$ cat src/rtl/bcd_xs3_seq_converter.sv
// Multi-digit BCD <-> excess-3 converter: one digit per clock, LSD first,
// with per-digit invalid flags and valid/ready handshakes on both sides.
module bcd_xs3_seq_converter #(
    parameter int DIGITS = 4
) (
    input  logic                  clk,
    input  logic                  rst_n,
    input  logic                  in_valid,
    output logic                  in_ready,
    input  logic                  in_mode,
    input  logic [4*DIGITS-1:0]   in_data,
    output logic                  out_valid,
    input  logic                  out_ready,
    output logic [4*DIGITS-1:0]   out_data,
    output logic                  out_err,
    output logic [DIGITS-1:0]     out_err_mask,
    output logic [1:0]            dbg_state_o
);

    // Handshake: a word moves on a side only in a cycle where valid && ready
    // are both high at the rising edge; in_ready is high only in IDLE and
    // out_valid only in DONE, so accept and deliver never overlap.

    localparam int IDXW = (DIGITS > 1) ? $clog2(DIGITS) : 1;
    localparam logic [IDXW-1:0] LAST_IDX = IDXW'(DIGITS - 1);

    typedef enum logic [1:0] {
        S_IDLE = 2'd0,
        S_CONV = 2'd1,
        S_DONE = 2'd2
    } state_t;

    state_t                state_q, state_d;
    logic [IDXW-1:0]       idx_q, idx_d;
    logic [4*DIGITS-1:0]   word_q, word_d;
    logic                  mode_q, mode_d;
    logic [4*DIGITS-1:0]   result_q, result_d;
    logic [DIGITS-1:0]     mask_q, mask_d;

    // Returns {invalid, converted digit}; invalid digits map to 4'hF.
    function automatic logic [4:0] conv_digit(input logic mode, input logic [3:0] d);
        logic       ok;
        logic [3:0] r;
        if (!mode) begin
            ok = (d <= 4'd9);
            r  = d + 4'd3;
        end else begin
            ok = (d >= 4'd3) && (d <= 4'd12);
            r  = d - 4'd3;
        end
        return ok ? {1'b0, r} : {1'b1, 4'hF};
    endfunction

    always_ff @(posedge clk) begin
        if (!rst_n) begin
            state_q  <= S_IDLE;
            idx_q    <= '0;
            word_q   <= '0;
            mode_q   <= 1'b0;
            result_q <= '0;
            mask_q   <= '0;
        end else begin
            state_q  <= state_d;
            idx_q    <= idx_d;
            word_q   <= word_d;
            mode_q   <= mode_d;
            result_q <= result_d;
            mask_q   <= mask_d;
        end
    end

    always_comb begin
        state_d  = state_q;
        idx_d    = idx_q;
        word_d   = word_q;
        mode_d   = mode_q;
        result_d = result_q;
        mask_d   = mask_q;
        case (state_q)
            S_IDLE: begin
                if (in_valid) begin
                    word_d   = in_data;
                    mode_d   = in_mode;
                    result_d = '0;
                    mask_d   = '0;
                    idx_d    = '0;
                    state_d  = S_CONV;
                end
            end
            S_CONV: begin
                for (int i = 0; i < DIGITS; i++) begin
                    if (idx_q == IDXW'(i)) begin
                        {mask_d[i], result_d[4*i +: 4]} = conv_digit(mode_q, word_q[4*i +: 4]);
                    end
                end
                if (idx_q == LAST_IDX) begin
                    state_d = S_DONE;
                end else begin
                    idx_d = idx_q + 1'b1;
                end
            end
            S_DONE: begin
                if (out_ready) begin
                    state_d = S_IDLE;
                end
            end
            default: state_d = S_IDLE;
        endcase
    end

    always_comb begin
        in_ready     = (state_q == S_IDLE);
        out_valid    = (state_q == S_DONE);
        out_data     = result_q;
        out_err_mask = mask_q;
        out_err      = |mask_q;
        dbg_state_o  = state_q;
    end

endmodule
$ cat config.mk
export PLATFORM = sky130hd
export DESIGN_NAME = bcd_xs3_seq_converter
export DESIGN_NICKNAME = d
export VERILOG_FILES = /design/src/rtl/bcd_xs3_seq_converter.sv
export SDC_FILE = /design/constraint.sdc
export NUM_CORES = 1
export LEC_CHECK = 0
export CAP_MARGIN = 10
export CELL_PAD_IN_SITES_DETAIL_PLACEMENT = 1
export CELL_PAD_IN_SITES_GLOBAL_PLACEMENT = 2
export CORE_MARGIN = 1.5
export CORE_UTILIZATION = 27
export CTS_CLUSTER_DIAMETER = 100
export CTS_CLUSTER_SIZE = 28
export DETAILED_ROUTE_END_ITERATION = 8
export HOLD_SLACK_MARGIN = 0.1
export PLACE_DENSITY = 0.78
export SETUP_SLACK_MARGIN = 0.3
export SLEW_MARGIN = 5
export SYNTH_ARGS = -nofsm -noshare
export SYNTH_HDL_FRONTEND = slang
export SYNTH_SLANG_ARGS = --single-unit
$ cat constraint.sdc
create_clock -name clk -period 1.56 [get_ports clk]
set_input_delay 0.156 -clock clk [delete_from_list [all_inputs] [get_ports clk]]
set_output_delay 0.156 -clock clk [all_outputs]
set_load 0.02 [all_outputs]
==> run_results.csv <==
group,metric,value,unit
outcome,outcome,"finished clean",
die,die_height,95.29,um
critical_path,cp.arrival,1.73,ns
placement,place.gp.congestion,0.7631,
sta,period_share,96.08,%
placement,dpl_cell_area,3044,um^2
critical_path,critPathLaunchType,"flop",
sta,rsz0062_at_grt,"yes",
job,cap_violations,0,
die,rows,33,
power_and_ir_drop,power_density,667.2,nW/um^2
logic_synthesis,synthesis.instances,270,
die,core_area,8217,um^2
detailed_routing,drt_wl_total,8.644,mm
clock_tree,clkSinkCount,41,
sta,slew_violations,0,
critical_path,worstSetupEndpointType,"flop",
detailed_routing,firstDrtPassIters,4,
detailed_routing,via_count,2362,
logic_synthesis,synth_area_per_cell,8.517,um^2
logic_synthesis,synth.distinct_cells,47,
detailed_routing,post_drt_wl_per_cell,18.20,um
die,die_area,9080,um^2
die,start_util,27.99,%
sta,skew,0.009659,ns
logic_synthesis,synth_enable_flop_cells,0,
logic_synthesis,yosys_warnings,0,
clock_tree,clk_pin_slew,0.09,ns
cells_and_area,diodes,0,
global_route,grt_max_degree,41,
logic_synthesis,netlist_area,2300,um^2
sta,hold_viol,0,
clock_tree,cts_max_path_buffers,2,
sta,finalWorstSetupSlack,0.06112,ns
die,die_w,95.29,um
logic_synthesis,syn-num-nets,307,
power_and_ir_drop,vdd_drop_max,340.9,uV
sta,worst_pin_slew,0.4230,ns
placement,dp_slack,-0.03747,ns
sta,setup_violations,0,
detailed_routing,drc_errors,0,
clock_tree,clk_latency,0.30,ns
logic_synthesis,ys.flop_type,"dfxtp_1",
logic_synthesis,ys_ff_latch,41,
clock_tree,ctsHoldBuffers,0,
cells_and_area,mostFrequentLayoutCells,"buf_4, dfxtp_1, nand2_1, a21oi_2",
clock_tree,cts-htree-levels,2,
logic_synthesis,async_reset_ff_share,0,%
cells_and_area,fin_nets,407,
placement,port_buffers,45,
global_route,grt_pass1_vias,2456,
cells_and_area,area_growth,85.58,%
detailed_routing,via_per_inst,4.973,
sta,fmax,667.2,MHz
detailed_routing,drt-initial-drc-count,35,
cells_and_area,final_common_cell,"buf_4",
clock_tree,cts_buffers,5,
cells_and_area,fillerInstances,890,
die,io_pins,46,
clock_tree,cts_root_buffer,"clkbuf_8",
global_route,grt_util_all_layers,17.45,%
logic_synthesis,seq_area_frac_synth,35.69,%
global_route,grt_overflow,0,
sta,holdWs,0.4064,ns
sta,worst_slew_margin_rel,71.50,%
detailed_routing,postRouteAntennaNets,0,
placement,hpwl,4.344,mm
clock_tree,cts_tree,"yes",
power_and_ir_drop,power.leakage,1.760,nW
sta,min_period,1.499,ns
critical_path,cp.required,1.79,ns
cells_and_area,drive_gt1_share,59.19,%
critical_path,path_class,"reg2reg",
cells_and_area,final_area,4268,um^2
critical_path,crit_fanout,3,
global_route,antenna_found_initial,0,
global_route,grt_pass1_wl,12.12,mm
min_path,hp-class,"in2reg",
-- flip-flops by register name, indices dropped and copies added, names as in the netlist --
| register | flops |
|---|---|
| dbg_state_o | 2 |
| idx_q | 2 |
| mode_q | 1 |
| out_data | 16 |
| out_err_mask | 4 |
| word_q | 16 |
-- area by class of cell --
| class | count | area (um^2) | area share [%] |
|---|---|---|---|
| clock inverters | 1 | 5.005 | 0.1173 |
| repair buffers | 110 | 1096 | 25.68 |
| well taps | 105 | 131.4 | 3.078 |
| flip-flops and latches | 41 | 870.8 | 20.40 |
| inverters | 14 | 65.06 | 1.524 |
| clock buffers | 6 | 93.84 | 2.199 |
| multi-input cells | 198 | 2006 | 46.99 |
-- critical path, stage by stage (launching register included) --
cell and delay (ns):
dfxtp_4 0.40, inv_4 0.05, ha_4 0.16, nor4b_4 0.26, a311o_1 0.20, buf_4 0.14
nand2_4 0.06, a31oi_4 0.15
-- timing repair --
item                       in CTS  in global routing
cloned                          3                  3
buffers inserted               27                 18
gates resized for setup        98                122
setup endpoints to repair      64                 49
pin swaps                      22                 51
hold endpoints to repair        0                  0
-- worst paths after layout --
check               startpoint            to  slack (ns)  depth (start not counted)
setup reg to reg     word_q[9]   out_data[8]        0.06                          7
hold / removal      in_data[5]     word_q[5]        0.41                          3
hold reg to reg   out_data[10]  out_data[10]        0.46                          2
setup / recovery     word_q[9]   out_data[8]        0.06                          7
-- synthesized netlist by cell type (all sizes together), types with 2 or more instances --
library cell	number	area [um^2]
nor3	2	10.01
a211oi	2	20.02
a21o	3	22.52
a2bb2oi	2	17.52
xnor2	5	43.79
nand2b	5	31.28
a21bo	2	20.02
nand2	48	180.2
buf	11	80.07
and2	2	12.51
dfxtp	41	820.8
and3b	4	35.03
inv	14	52.55
ha	16	200.2
o22ai	2	25.02
nor3b	2	20.02
nor2	14	52.55
nor2b	4	27.53
a21oi	34	170.2
clkbuf	6	22.52
mux2	3	33.78
a311oi	11	102.6
nor4b	6	58.80
o21bai	2	15.01
o21ai	7	35.03
mux2i	6	60.06
xor2	5	43.79
-- power by group --
part	switching [mW]	internal, mW
clock network	0.403	0.402
registers	0.0837	1.08
logic	0.407	0.468
-- through the flow --
step | setup TNS [ns] | power [mW] | cells | util, %
detailed placement | -0.1302 | 1.692 | 417 | 37.05
finish | 0 | 2.847 | 475 | 51.94
global route | 0 | 2.982 | 475 | 51.94
floorplan | 0 | 1.510 | 270 | -
CTS | 0 | 2.649 | 454 | 44.40
global placement | -0.007514 | 1.678 | 417 | 37.05
-- kinds of logic (layout without fill, tap and decap cells) --
| family | after synthesis | after routing | synth area share [%] |
|---|---|---|---|
| compound gates | 72 | 72 | 21.16 |
| flops | 41 | 41 | 35.69 |
| mux | 9 | 9 | 4.081 |
| buf+inv | 31 | 131 | 6.746 |
| simple gates | 91 | 91 | 19.80 |
| fa+ha+maj | 16 | 16 | 8.705 |
| xor+xnor | 10 | 10 | 3.808 |
-- per-layer routing --
layer,GRT usage (%),wire [um],vias up
met5,0,0,-
met4,4.851,141,0
met3,2.871,258,13
met2,33.45,4608,45
met1,19.53,3636,1163
li1,-,-,1141
Note: power is estimated with default switching activity, not from simulation.
==> variant (config.mk and constraints unchanged) <==
Put a register stage on the output `out_err_mask`, cleared by the reset. The value now appears one clock later. The other outputs are not delayed to match.
--- a/src/rtl/bcd_xs3_seq_converter.sv
+++ b/src/rtl/bcd_xs3_seq_converter.sv
@@ -29,6 +29,8 @@
         S_CONV = 2'd1,
         S_DONE = 2'd2
     } state_t;
+
+    logic [DIGITS-1:0] out_err_mask_d;
 
     state_t                state_q, state_d;
     logic [IDXW-1:0]       idx_q, idx_d;
@@ -112,9 +114,17 @@
         in_ready     = (state_q == S_IDLE);
         out_valid    = (state_q == S_DONE);
         out_data     = result_q;
-        out_err_mask = mask_q;
+        out_err_mask_d = mask_q;
         out_err      = |mask_q;
         dbg_state_o  = state_q;
     end
 
+    always_ff @(posedge clk) begin
+        if (!rst_n) begin
+            out_err_mask <= '0;
+        end else begin
+            out_err_mask <= out_err_mask_d;
+        end
+    end
+
 endmodule
Behaviour: not the same (a bounded check fails within 4 cycles, from zero or initial values and one cycle with rst_n low).
==> variant against the unedited design <==
- sequential cell count increased by 4
- critical path depth decreased by 1
- worst setup slack improved by 0.036 ns
- clock skew decreased by 0.00098 ns
- largest power group unchanged
- synthesized area increased by 1.5%
- clock power decreased by 8.8%
- count of clock-buffer cells in the layout unchanged
- final area decreased by 9.9%
- routed wire length decreased by 14%
- combinational power decreased by 23%
- maximum frequency increased by 2.5%
- total power decreased by 6.3%
- largest cell class unchanged
==> variant: results (changes against the unedited design) <==
metric;value;unit;change
wl_met2;3.56;mm;-23%
wire_per_inst;16.1;um;-11%
met3_usage;0.0411;;+0.0124
netlist_top_cells_count;nand2_1, dfxtp_1, a21oi_1;;
multiInputGateArea;1780;um^2;-11%
die_w;96.0;um;+0.71%
status;finished, final reports clean;;
gr-usage-met2;0.276;;-0.0587
min_delay_worst_endpoint;word_q[12];;
placed_cell_area;3040;um^2;about the same
buf_share;0.218;;-0.0387
r2r_setup_slack;0.1;ns;+0.04 ns
grt_util_met1;0.193;;-0.00241
worstMarginPinSlew;0.376;ns;-0.0465 ns
finalHoldWorstSlack;0.390;ns;-0.0167 ns
htree_levels;2;;unchanged
dp_cells;423;;+1.4%
seq_area;941;um^2;+8.0%
nFillCells;923;;+3.7%
final_cells;459;;-3.4%
vdd_drop_max;0.000293;V;-14%
wl_met3;263;um;+1.9%
clockBufferDepth;2;;unchanged
first_global_vias;2232;;-9.1%
avgViaCountPerCell;4.86;;-2.3%
fmaxAchievable;684;MHz;+2.5%
wl_met1;3.43;mm;-5.8%
leakagePower;1.51;nW;-14%
grt.total_usage;0.161;;-0.0132
inverters;15;;+1
internal_power;0.00185;W;-5.3%
clkCellAreaFrac;0.0215;;-0.00168
yosysSeqAreaShare;0.386;;+0.0291
synth-adder-area-share;0.0858;;-0.00126
final.setup_skew;0.00868;ns;-0.000975 ns
buffers;85;;-23%
worstPathArrival;1.65;ns;-0.08 ns
hpwl;4.38;mm;+0.80%
multi_input_cells;201;;+1.5%
min_from;in_data[12];;
syn_to_final_growth;64.7;%;
crit_fanout;5;;+2
synth_compound_area_frac;0.194;;-0.0181
yosysUniqueCellTypes;38;;-19%
dr.first_iter.drc_count;45;;+29%
synth_xor_area_frac;0.0375;;-0.000551
synthesis.nets;312;;+1.6%
synthMuxAreaShare;0.0343;;-0.00649
drive_gt1_frac;0.401;;-0.191
grt_pass1_wl;11.2;mm;-8.0%
post-place-ws;-0.0116;ns;+0.0259 ns
finalWeightedCongestion;0.753;;-1.3%
worst-r2r-cell-count;6;;-1
grt_max_degree;42;;+2.4%
synth_area_leaders;dfxtp_1, ha_1, a21oi_1;;
==> variant: changes by cell type in the layout (fill, tap and decap cells not counted), sizes merged, moves of 5 or more <==
cell and delta:
a21oi +5, and2 +6, buf -23, clkbuf -6, nand3 +5, nor2 -7
==> variant: power groups by stage <==
stage | clock network, W | logic, W | registers (W)
final | 0.000733 | 0.000674 | 0.00126
after detailed placement | 0 | 0.000462 | 0.00129
after floorplan | 0 | 0.000284 | 0.00128
after global placement | 0 | 0.000452 | 0.00128
after CTS | 0.000762 | 0.000581 | 0.00125
after global routing | 0.000815 | 0.000725 | 0.00127
==> variant: what timing repair did <==
action / in CTS / in global routing
setup buffers: 18 / 7
gates cloned: 2 / 1
hold buffers: 0 / 0
endpoints found under the setup margin: 48 / 44
pin swaps: 18 / 43
gates resized for setup: 88 / 77
==> variant: worst max-delay path: stages (launching register included) <==
cell      delay, ns
dfxtp_4        0.38
inv_4          0.08
ha_4           0.13
and3b_2        0.23
a311oi_4       0.24
buf_4          0.19
a311oi_2       0.09
